## src/rtl/branch_resolver_pkg.sv

```systemverilog
// Shared definitions for the branch resolver: condition-code encodings,
// carry-source select encodings, FSM state encoding and the flags bundle
// consumed by the condition evaluator.
package branch_resolver_pkg;

    typedef enum logic [3:0] {
        COND_ALWAYS = 4'd0,
        COND_Z      = 4'd1,
        COND_NZ     = 4'd2,
        COND_C      = 4'd3,
        COND_NC     = 4'd4,
        COND_S      = 4'd5,
        COND_NS     = 4'd6,
        COND_V      = 4'd7,
        COND_NV     = 4'd8,
        COND_HI     = 4'd9,
        COND_LS     = 4'd10,
        COND_GE     = 4'd11,
        COND_LT     = 4'd12,
        COND_GT     = 4'd13,
        COND_LE     = 4'd14,
        COND_NEVER  = 4'd15
    } cond_t;

    typedef enum logic [1:0] {
        CSEL_ARITH = 2'd0,
        CSEL_LOGIC = 2'd1,
        CSEL_ZERO  = 2'd2,
        CSEL_ONE   = 2'd3
    } csel_t;

    typedef enum logic [1:0] {
        ST_IDLE       = 2'd0,
        ST_WAIT_FLAGS = 2'd1,
        ST_FLUSH      = 2'd2
    } state_t;

    // Flush counter only has to hold FLUSH_DEPTH (1..3).
    localparam int FLUSH_CNT_W = 2;

    typedef struct packed {
        logic arith_carry;
        logic logic_carry;
        logic zero;
        logic sign;
        logic overflow;
    } flags_t;

endpackage

```

## src/rtl/branch_resolver_if.sv

```systemverilog
// Branch resolver bus: branch request from execute, ALU flags from the flags
// register, and the redirect/flush/statistics outputs toward fetch.
//   master : execute/fetch side (drives request + flags, observes results)
//   slave  : branch_resolver
interface branch_resolver_if #(
    parameter int ADDR_W = 8,
    parameter int CNT_W  = 16
);
    logic              branchValid;
    logic [3:0]        condCode;
    logic [ADDR_W-1:0] targetIn;
    logic              flagsPending;
    logic              arithCarry;
    logic              logicCarry;
    logic              zero;
    logic              sign;
    logic              overflow;
    logic [1:0]        CarrySelectDelayed;
    logic              stall;
    logic              redirect;
    logic [ADDR_W-1:0] pcTarget;
    logic              flush;
    logic [CNT_W-1:0]  takenCount;

    modport master (
        output branchValid, condCode, targetIn, flagsPending,
               arithCarry, logicCarry, zero, sign, overflow, CarrySelectDelayed,
        input  stall, redirect, pcTarget, flush, takenCount
    );

    modport slave (
        input  branchValid, condCode, targetIn, flagsPending,
               arithCarry, logicCarry, zero, sign, overflow, CarrySelectDelayed,
        output stall, redirect, pcTarget, flush, takenCount
    );
endinterface

```

## src/rtl/branch_resolver_cond_eval.sv

```systemverilog
// cond_eval: purely combinational branch condition evaluation.
//   flags  : current ALU flags
//   csel   : carry source select for the effective carry C
//   cond   : 4-bit condition code
//   taken  : condition holds (never for COND_NEVER)
module cond_eval
    import branch_resolver_pkg::*;
(
    input  flags_t     flags,
    input  logic [1:0] csel,
    input  logic [3:0] cond,
    output logic       taken
);
    logic c;
    logic ge;

    always_comb begin
        case (csel_t'(csel))
            CSEL_ARITH: c = flags.arith_carry;
            CSEL_LOGIC: c = flags.logic_carry;
            CSEL_ZERO:  c = 1'b0;
            default:    c = 1'b1;
        endcase
    end

    assign ge = (flags.sign == flags.overflow);

    always_comb begin
        case (cond_t'(cond))
            COND_ALWAYS: taken = 1'b1;
            COND_Z:      taken = flags.zero;
            COND_NZ:     taken = ~flags.zero;
            COND_C:      taken = c;
            COND_NC:     taken = ~c;
            COND_S:      taken = flags.sign;
            COND_NS:     taken = ~flags.sign;
            COND_V:      taken = flags.overflow;
            COND_NV:     taken = ~flags.overflow;
            COND_HI:     taken = c & ~flags.zero;
            COND_LS:     taken = ~c | flags.zero;
            COND_GE:     taken = ge;
            COND_LT:     taken = ~ge;
            COND_GT:     taken = ~flags.zero & ge;
            COND_LE:     taken = flags.zero | ~ge;
            default:     taken = 1'b0;
        endcase
    end
endmodule

```

## src/rtl/branch_resolver.sv

```systemverilog
// branch_resolver: resolves branches against the registered ALU flags.
//   clk, rst_n : clock, async active-low reset
//   bus        : slave side of branch_resolver_if
//     stall      - combinational hold while a flag update is in flight
//     redirect   - one-cycle PC load pulse, pcTarget valid with it
//     flush      - squash pulse for FLUSH_DEPTH cycles after a taken branch
//     takenCount - saturating taken-branch counter
module branch_resolver
    import branch_resolver_pkg::*;
#(
    parameter int ADDR_W      = 8,
    parameter int FLUSH_DEPTH = 2,
    parameter int CNT_W       = 16
) (
    input  logic           clk,
    input  logic           rst_n,
    branch_resolver_if.slave bus
);
    localparam logic [FLUSH_CNT_W-1:0] FLUSH_INIT = FLUSH_CNT_W'(FLUSH_DEPTH);

    state_t                 state_q, state_d;
    logic [3:0]             cond_q, cond_d;
    logic [ADDR_W-1:0]      target_q, target_d;
    logic [FLUSH_CNT_W-1:0] fcnt_q, fcnt_d;
    logic                   redirect_q, redirect_d;
    logic [ADDR_W-1:0]      pc_target_q, pc_target_d;
    logic                   flush_q, flush_d;
    logic [CNT_W-1:0]       cnt_q, cnt_d;

    logic              idle;
    logic              do_eval;
    logic              taken;
    logic [3:0]        eval_cond;
    logic [ADDR_W-1:0] eval_tgt;
    flags_t            flags;

    assign idle = (state_q == ST_IDLE);

    // WAIT_FLAGS re-evaluates the latched branch; the live request is
    // ignored that cycle.
    assign eval_cond = idle ? bus.condCode : cond_q;
    assign eval_tgt  = idle ? bus.targetIn : target_q;
    assign do_eval   = (idle && bus.branchValid && !bus.flagsPending)
                     || (state_q == ST_WAIT_FLAGS);

    assign flags = '{arith_carry: bus.arithCarry, logic_carry: bus.logicCarry,
                     zero: bus.zero, sign: bus.sign, overflow: bus.overflow};

    cond_eval u_cond_eval (
        .flags (flags),
        .csel  (bus.CarrySelectDelayed),
        .cond  (eval_cond),
        .taken (taken)
    );

    always_comb begin
        state_d     = state_q;
        cond_d      = cond_q;
        target_d    = target_q;
        fcnt_d      = fcnt_q;
        redirect_d  = 1'b0;
        pc_target_d = pc_target_q;
        flush_d     = 1'b0;
        cnt_d       = cnt_q;

        case (state_q)
            ST_IDLE: begin
                if (bus.branchValid && bus.flagsPending) begin
                    cond_d   = bus.condCode;
                    target_d = bus.targetIn;
                    state_d  = ST_WAIT_FLAGS;
                end
            end
            ST_WAIT_FLAGS: state_d = ST_IDLE;
            ST_FLUSH: begin
                // flush_q is already high for this cycle; keep it up until
                // the counter reaches 1.
                if (fcnt_q <= FLUSH_CNT_W'(1)) begin
                    state_d = ST_IDLE;
                end else begin
                    fcnt_d  = fcnt_q - 1'b1;
                    flush_d = 1'b1;
                end
            end
            default: state_d = ST_IDLE;
        endcase

        if (do_eval && taken) begin
            redirect_d  = 1'b1;
            pc_target_d = eval_tgt;
            flush_d     = 1'b1;
            fcnt_d      = FLUSH_INIT;
            state_d     = ST_FLUSH;
            if (cnt_q != '1) cnt_d = cnt_q + 1'b1;
        end
    end

    always_ff @(posedge clk or negedge rst_n) begin
        if (!rst_n) begin
            state_q     <= ST_IDLE;
            cond_q      <= '0;
            target_q    <= '0;
            fcnt_q      <= '0;
            redirect_q  <= 1'b0;
            pc_target_q <= '0;
            flush_q     <= 1'b0;
            cnt_q       <= '0;
        end else begin
            state_q     <= state_d;
            cond_q      <= cond_d;
            target_q    <= target_d;
            fcnt_q      <= fcnt_d;
            redirect_q  <= redirect_d;
            pc_target_q <= pc_target_d;
            flush_q     <= flush_d;
            cnt_q       <= cnt_d;
        end
    end

    assign bus.stall      = idle && bus.branchValid && bus.flagsPending;
    assign bus.redirect   = redirect_q;
    assign bus.pcTarget   = pc_target_q;
    assign bus.flush      = flush_q;
    assign bus.takenCount = cnt_q;
endmodule

```

## src/flat_wrapper.sv

```systemverilog
// flat-port wrapper written by rule: the top's interface ports become plain ports
module branch_resolver_flat import branch_resolver_pkg::*;
#(
    parameter int ADDR_W      = 8,
    parameter int FLUSH_DEPTH = 2,
    parameter int CNT_W       = 16
)
  (clk, rst_n, bus_branchValid, bus_condCode, bus_targetIn, bus_flagsPending, bus_arithCarry, bus_logicCarry, bus_zero, bus_sign, bus_overflow, bus_CarrySelectDelayed, bus_stall, bus_redirect, bus_pcTarget, bus_flush, bus_takenCount);
  branch_resolver_if #(.ADDR_W(ADDR_W), .CNT_W(CNT_W)) bus_i ();
  input  logic clk;
  input  logic rst_n;
  input wire logic [$bits(bus_i.branchValid)-1:0] bus_branchValid;
  input wire logic [$bits(bus_i.condCode)-1:0] bus_condCode;
  input wire logic [$bits(bus_i.targetIn)-1:0] bus_targetIn;
  input wire logic [$bits(bus_i.flagsPending)-1:0] bus_flagsPending;
  input wire logic [$bits(bus_i.arithCarry)-1:0] bus_arithCarry;
  input wire logic [$bits(bus_i.logicCarry)-1:0] bus_logicCarry;
  input wire logic [$bits(bus_i.zero)-1:0] bus_zero;
  input wire logic [$bits(bus_i.sign)-1:0] bus_sign;
  input wire logic [$bits(bus_i.overflow)-1:0] bus_overflow;
  input wire logic [$bits(bus_i.CarrySelectDelayed)-1:0] bus_CarrySelectDelayed;
  output wire logic [$bits(bus_i.stall)-1:0] bus_stall;
  output wire logic [$bits(bus_i.redirect)-1:0] bus_redirect;
  output wire logic [$bits(bus_i.pcTarget)-1:0] bus_pcTarget;
  output wire logic [$bits(bus_i.flush)-1:0] bus_flush;
  output wire logic [$bits(bus_i.takenCount)-1:0] bus_takenCount;
  assign bus_i.branchValid = bus_branchValid;
  assign bus_i.condCode = bus_condCode;
  assign bus_i.targetIn = bus_targetIn;
  assign bus_i.flagsPending = bus_flagsPending;
  assign bus_i.arithCarry = bus_arithCarry;
  assign bus_i.logicCarry = bus_logicCarry;
  assign bus_i.zero = bus_zero;
  assign bus_i.sign = bus_sign;
  assign bus_i.overflow = bus_overflow;
  assign bus_i.CarrySelectDelayed = bus_CarrySelectDelayed;
  assign bus_stall = bus_i.stall;
  assign bus_redirect = bus_i.redirect;
  assign bus_pcTarget = bus_i.pcTarget;
  assign bus_flush = bus_i.flush;
  assign bus_takenCount = bus_i.takenCount;
  branch_resolver #(.ADDR_W(ADDR_W), .FLUSH_DEPTH(FLUSH_DEPTH), .CNT_W(CNT_W)) u_core (.clk(clk), .rst_n(rst_n), .bus(bus_i));
endmodule
```

## config.mk

```make
export PLATFORM = sky130hd
export DESIGN_NAME = branch_resolver_flat
export DESIGN_NICKNAME = d
export VERILOG_FILES = /design/src/rtl/branch_resolver_pkg.sv /design/src/rtl/branch_resolver_if.sv /design/src/rtl/branch_resolver_cond_eval.sv /design/src/rtl/branch_resolver.sv /design/src/flat_wrapper.sv
export SDC_FILE = /design/constraint.sdc
export NUM_CORES = 1
export LEC_CHECK = 0
export BUFFER_PORTS_ARGS = -buffer_cell sky130_fd_sc_hd__buf_2
export CAP_MARGIN = 25
export CORE_ASPECT_RATIO = 2
export CORE_MARGIN = 2
export CORE_UTILIZATION = 50
export CTS_CLUSTER_SIZE = 28
export DETAILED_ROUTE_END_ITERATION = 8
export PLACE_DENSITY = 0.75
export SLEW_MARGIN = 40
export SYNTH_ARGS = -nofsm -noshare
export SYNTH_HDL_FRONTEND = slang
export SYNTH_HIERARCHICAL = 1
export SYNTH_SLANG_ARGS = --single-unit
export TNS_END_PERCENT = 1
```

## constraint.sdc

```tcl
create_clock -name clk -period 3.4 [get_ports clk]
set_clock_uncertainty 0.2 [all_clocks]
set_input_delay 0.85 -clock clk [delete_from_list [all_inputs] [get_ports clk]]
set_output_delay 0.85 -clock clk [all_outputs]
set_load 0.03 [all_outputs]
```

==> flow_summary.toml <==
[setup_path]
critPathMaxFanout = 11
crit_arrival_ns = 3.14
cp_num_buf_inv = 1
endpoint_kind = "flip-flop"
crit_slowest_cell = "mux2_2"
critPathRequiredTime_ns = 3.38
crit_family = "simple AND/OR/NAND/NOR gates"
crit_type = "reg -> reg"
max_stage_delay_ns = 0.42
startpoint_type = "flip-flop"
path_cells = "nor2_1 -> buf_4 -> mux2_2 -> nor2b_1 -> nand2_1 -> mux2i_1 -> nor3_2 -> o211ai_2 -> nor2b_1 -> o21ai_2 -> nor4_1 -> mux2_2"

[floorplan]
core_sq_mm = 0.00425
row_count = 34
io_pins = 50
start_util_pct = 51.1
die-area_sq_mm = 0.00492
die_x_um = 50.6
die_h_um = 97.2

[yosys]
syn_inst = 197
ys_top_cells_by_count = "dfrtp_1 (42), nand2_1 (20), mux2_2 (19)"
muxShareOfSynthArea_pct = 15.1
synth_simple_gate_area_share_pct = 20.9
avgSynthCellArea_sq_um = 11.0
synth_seq_cells = 42
syn-num-nets = 222
synth_top_family_by_area = "simple AND/OR/NAND/NOR gates"
ys_seq_area_share_pct = 48.4
synth_fa_ha_area_share_pct = 1.15
syn_area_sq_mm = 0.00217
synth.area.top_cells = "dfrtp_1 (48%), mux2_2 (9.9%), mux2i_1 (4.6%), xor2_1 (4.4%), nand2_1 (3.5%)"
synth_edf_count = 0
synth_ff_type = "dfrtp_1"
synth_compound_area_share_pct = 6.91
yosysTopAreaCell = "dfrtp_1"
synth.most_common_cell = "dfrtp_1"
synth_xor_area_share_pct = 5.18
ys_async_sr_fraction_pct = 100
yosys_warnings = 6
yosysTopAreaCellShare_pct = 48.4
synth_cell_types = 40

[global_route]
grt_pass1_vias = 1692
grt_remaining_overflow = 0
antenna_found_initial = 0
grt_max_degree = 43
grt_use_total_pct = 19.1
grt_pass1_wl_um = 7470

[cells_and_area]
fillers = 374
antennaDiodeCount = 0
stdcell_count = 305
final_nets = 275
drive_above_1_share_pct = 37.1
area_growth_pct = 18.6

[clock_network]
cts_setup_buffers = 0
clkSlewWorstSetupHoldPaths_ns = 0.08
clockBufferDepth = 2
cts_buffers = 5
cts_resized = 0
tritoncts = "built"
hold_buffers = 0
htreeDepth = 2
cts_sinks = 42
clock_latency_ns = 0.29
root_buffer = "clkbuf_8"

[route]
wl_um = 4270
via_per_inst = 5.59
dr.pass1.iters = 4
ant_nets = 0
wl_per_cell_um = 14.0
num_vias = 1705
first_iter_violations = 25
drc_errors = 0

[power]
ir_drop_v = 0.000652
p_total_uw = 1930
p_leak_uw = 0.00128
power_density_mw_per_mm2 = 751

[worst_hold_path]
worst_hold_path_type = "reg -> reg"

[sta]
fin_setup_tns_ns = 0
worstMarginPinSlew_ns = 0.510
finalSetupViolCount = 0
finalMaxSlewViolations = 0
max_freq_mhz = 317
hold_viol = 0
post-route-period-util_pct = 92.7
slew_headroom_pct = 66.0
period_minus_slack_ns = 3.15
rsz0062_at_grt = "false"

[status]
status = "finished clean"

[placed_design]
dp_hpwl_um = 3100
portBuffers = 49
placed_cells = 297
gp_congestion = 0.781

[flow_run]
drv_cap = 0
## final timing paths
kind | to | slack (ns) | depth (start not counted) | start
setup / recovery | u_core/bus.takenCount[11] | 0.25 | 12 | u_core/state_q[1]
hold / removal | u_core/bus.pcTarget[2] | 0.29 | 2 | u_core/bus.pcTarget[2]
setup reg to reg | u_core/bus.takenCount[11] | 0.25 | 12 | u_core/state_q[1]
hold reg to reg | u_core/bus.pcTarget[2] | 0.29 | 2 | u_core/bus.pcTarget[2]
max in group asynchronous | u_core/bus.takenCount[4] | 2.32 | 1 | rst_n
min in group asynchronous | u_core/bus.takenCount[9] | 0.33 | 1 | rst_n
## metal layers
layer,track usage (%),wire length [um],vias up
met5,0,0,-
met4,6.03,57,0
met3,4.62,196,5
met2,32.2,2240,43
met1,23.7,1770,845
li1,-,-,812
## power by group
group          internal [uW]  switching [uW]
logic                    326             493
clock network            163             168
registers                665             120
total                   1150             781
## stage by stage
step	area, sq um	utilization (%)	worst slack [ns]	hold WS, ns
floorplan	2170	-	0.311	0.265
global placement	2480	58.3	0.131	0.261
detailed placement	2480	58.3	0.0830	0.274
CTS	2580	60.6	0.264	0.293
global route	2580	60.6	0.0273	0.315
finish	2580	60.6	0.247	0.287
## tightest hold or removal path, stage by stage, from the launching register on
cell     delay (ns)
dfrtp_1        0.34
nand2_1        0.05
o21ai_0        0.06
## cell type report
class                      instances  area (sq um)  share of cell area [%]
tap                               54          67.6                    2.62
sequential                        42          1050                    40.8
inverter                           2          7.51                   0.291
multi-input combinational        145          1070                    41.5
clock buffer                       6          82.6                    3.21
clock inverter                     2          12.5                   0.486
timing repair buffer              54           285                    11.1
## cell usage in the layout (no fill, tap or decap), drive strengths merged, types with 6 or more instances in the layout
cell,synthesis,final
buf,7,54
dfrtp,42,42
nand2,20,20
mux2,20,20
o21ai,16,16
xor2,11,11
mux2i,10,10
nand3,9,9
nor2,7,7
nor4,7,7
clkbuf,1,6
nand2b,6,6
nor3,6,6
## cell families after synthesis
logic type	after synthesis
AND/OR/NAND/NOR	77
flip-flops	42
multiplexers	30
AO/OA/AOI/OAI	24
XOR/XNOR	12
buffers and inverters	10
adder cells (fa/ha/maj)	2
## state kept, by name, summed over array words and instances (netlist names)
register	flops
u_core/bus.redirect	1
u_core/bus.flush	1
u_core/cond_q	4
u_core/bus.takenCount	16
u_core/fcnt_q	2
u_core/bus.pcTarget	8
u_core/state_q	2
u_core/target_q	8
Note: power is estimated with default switching activity, not from simulation.
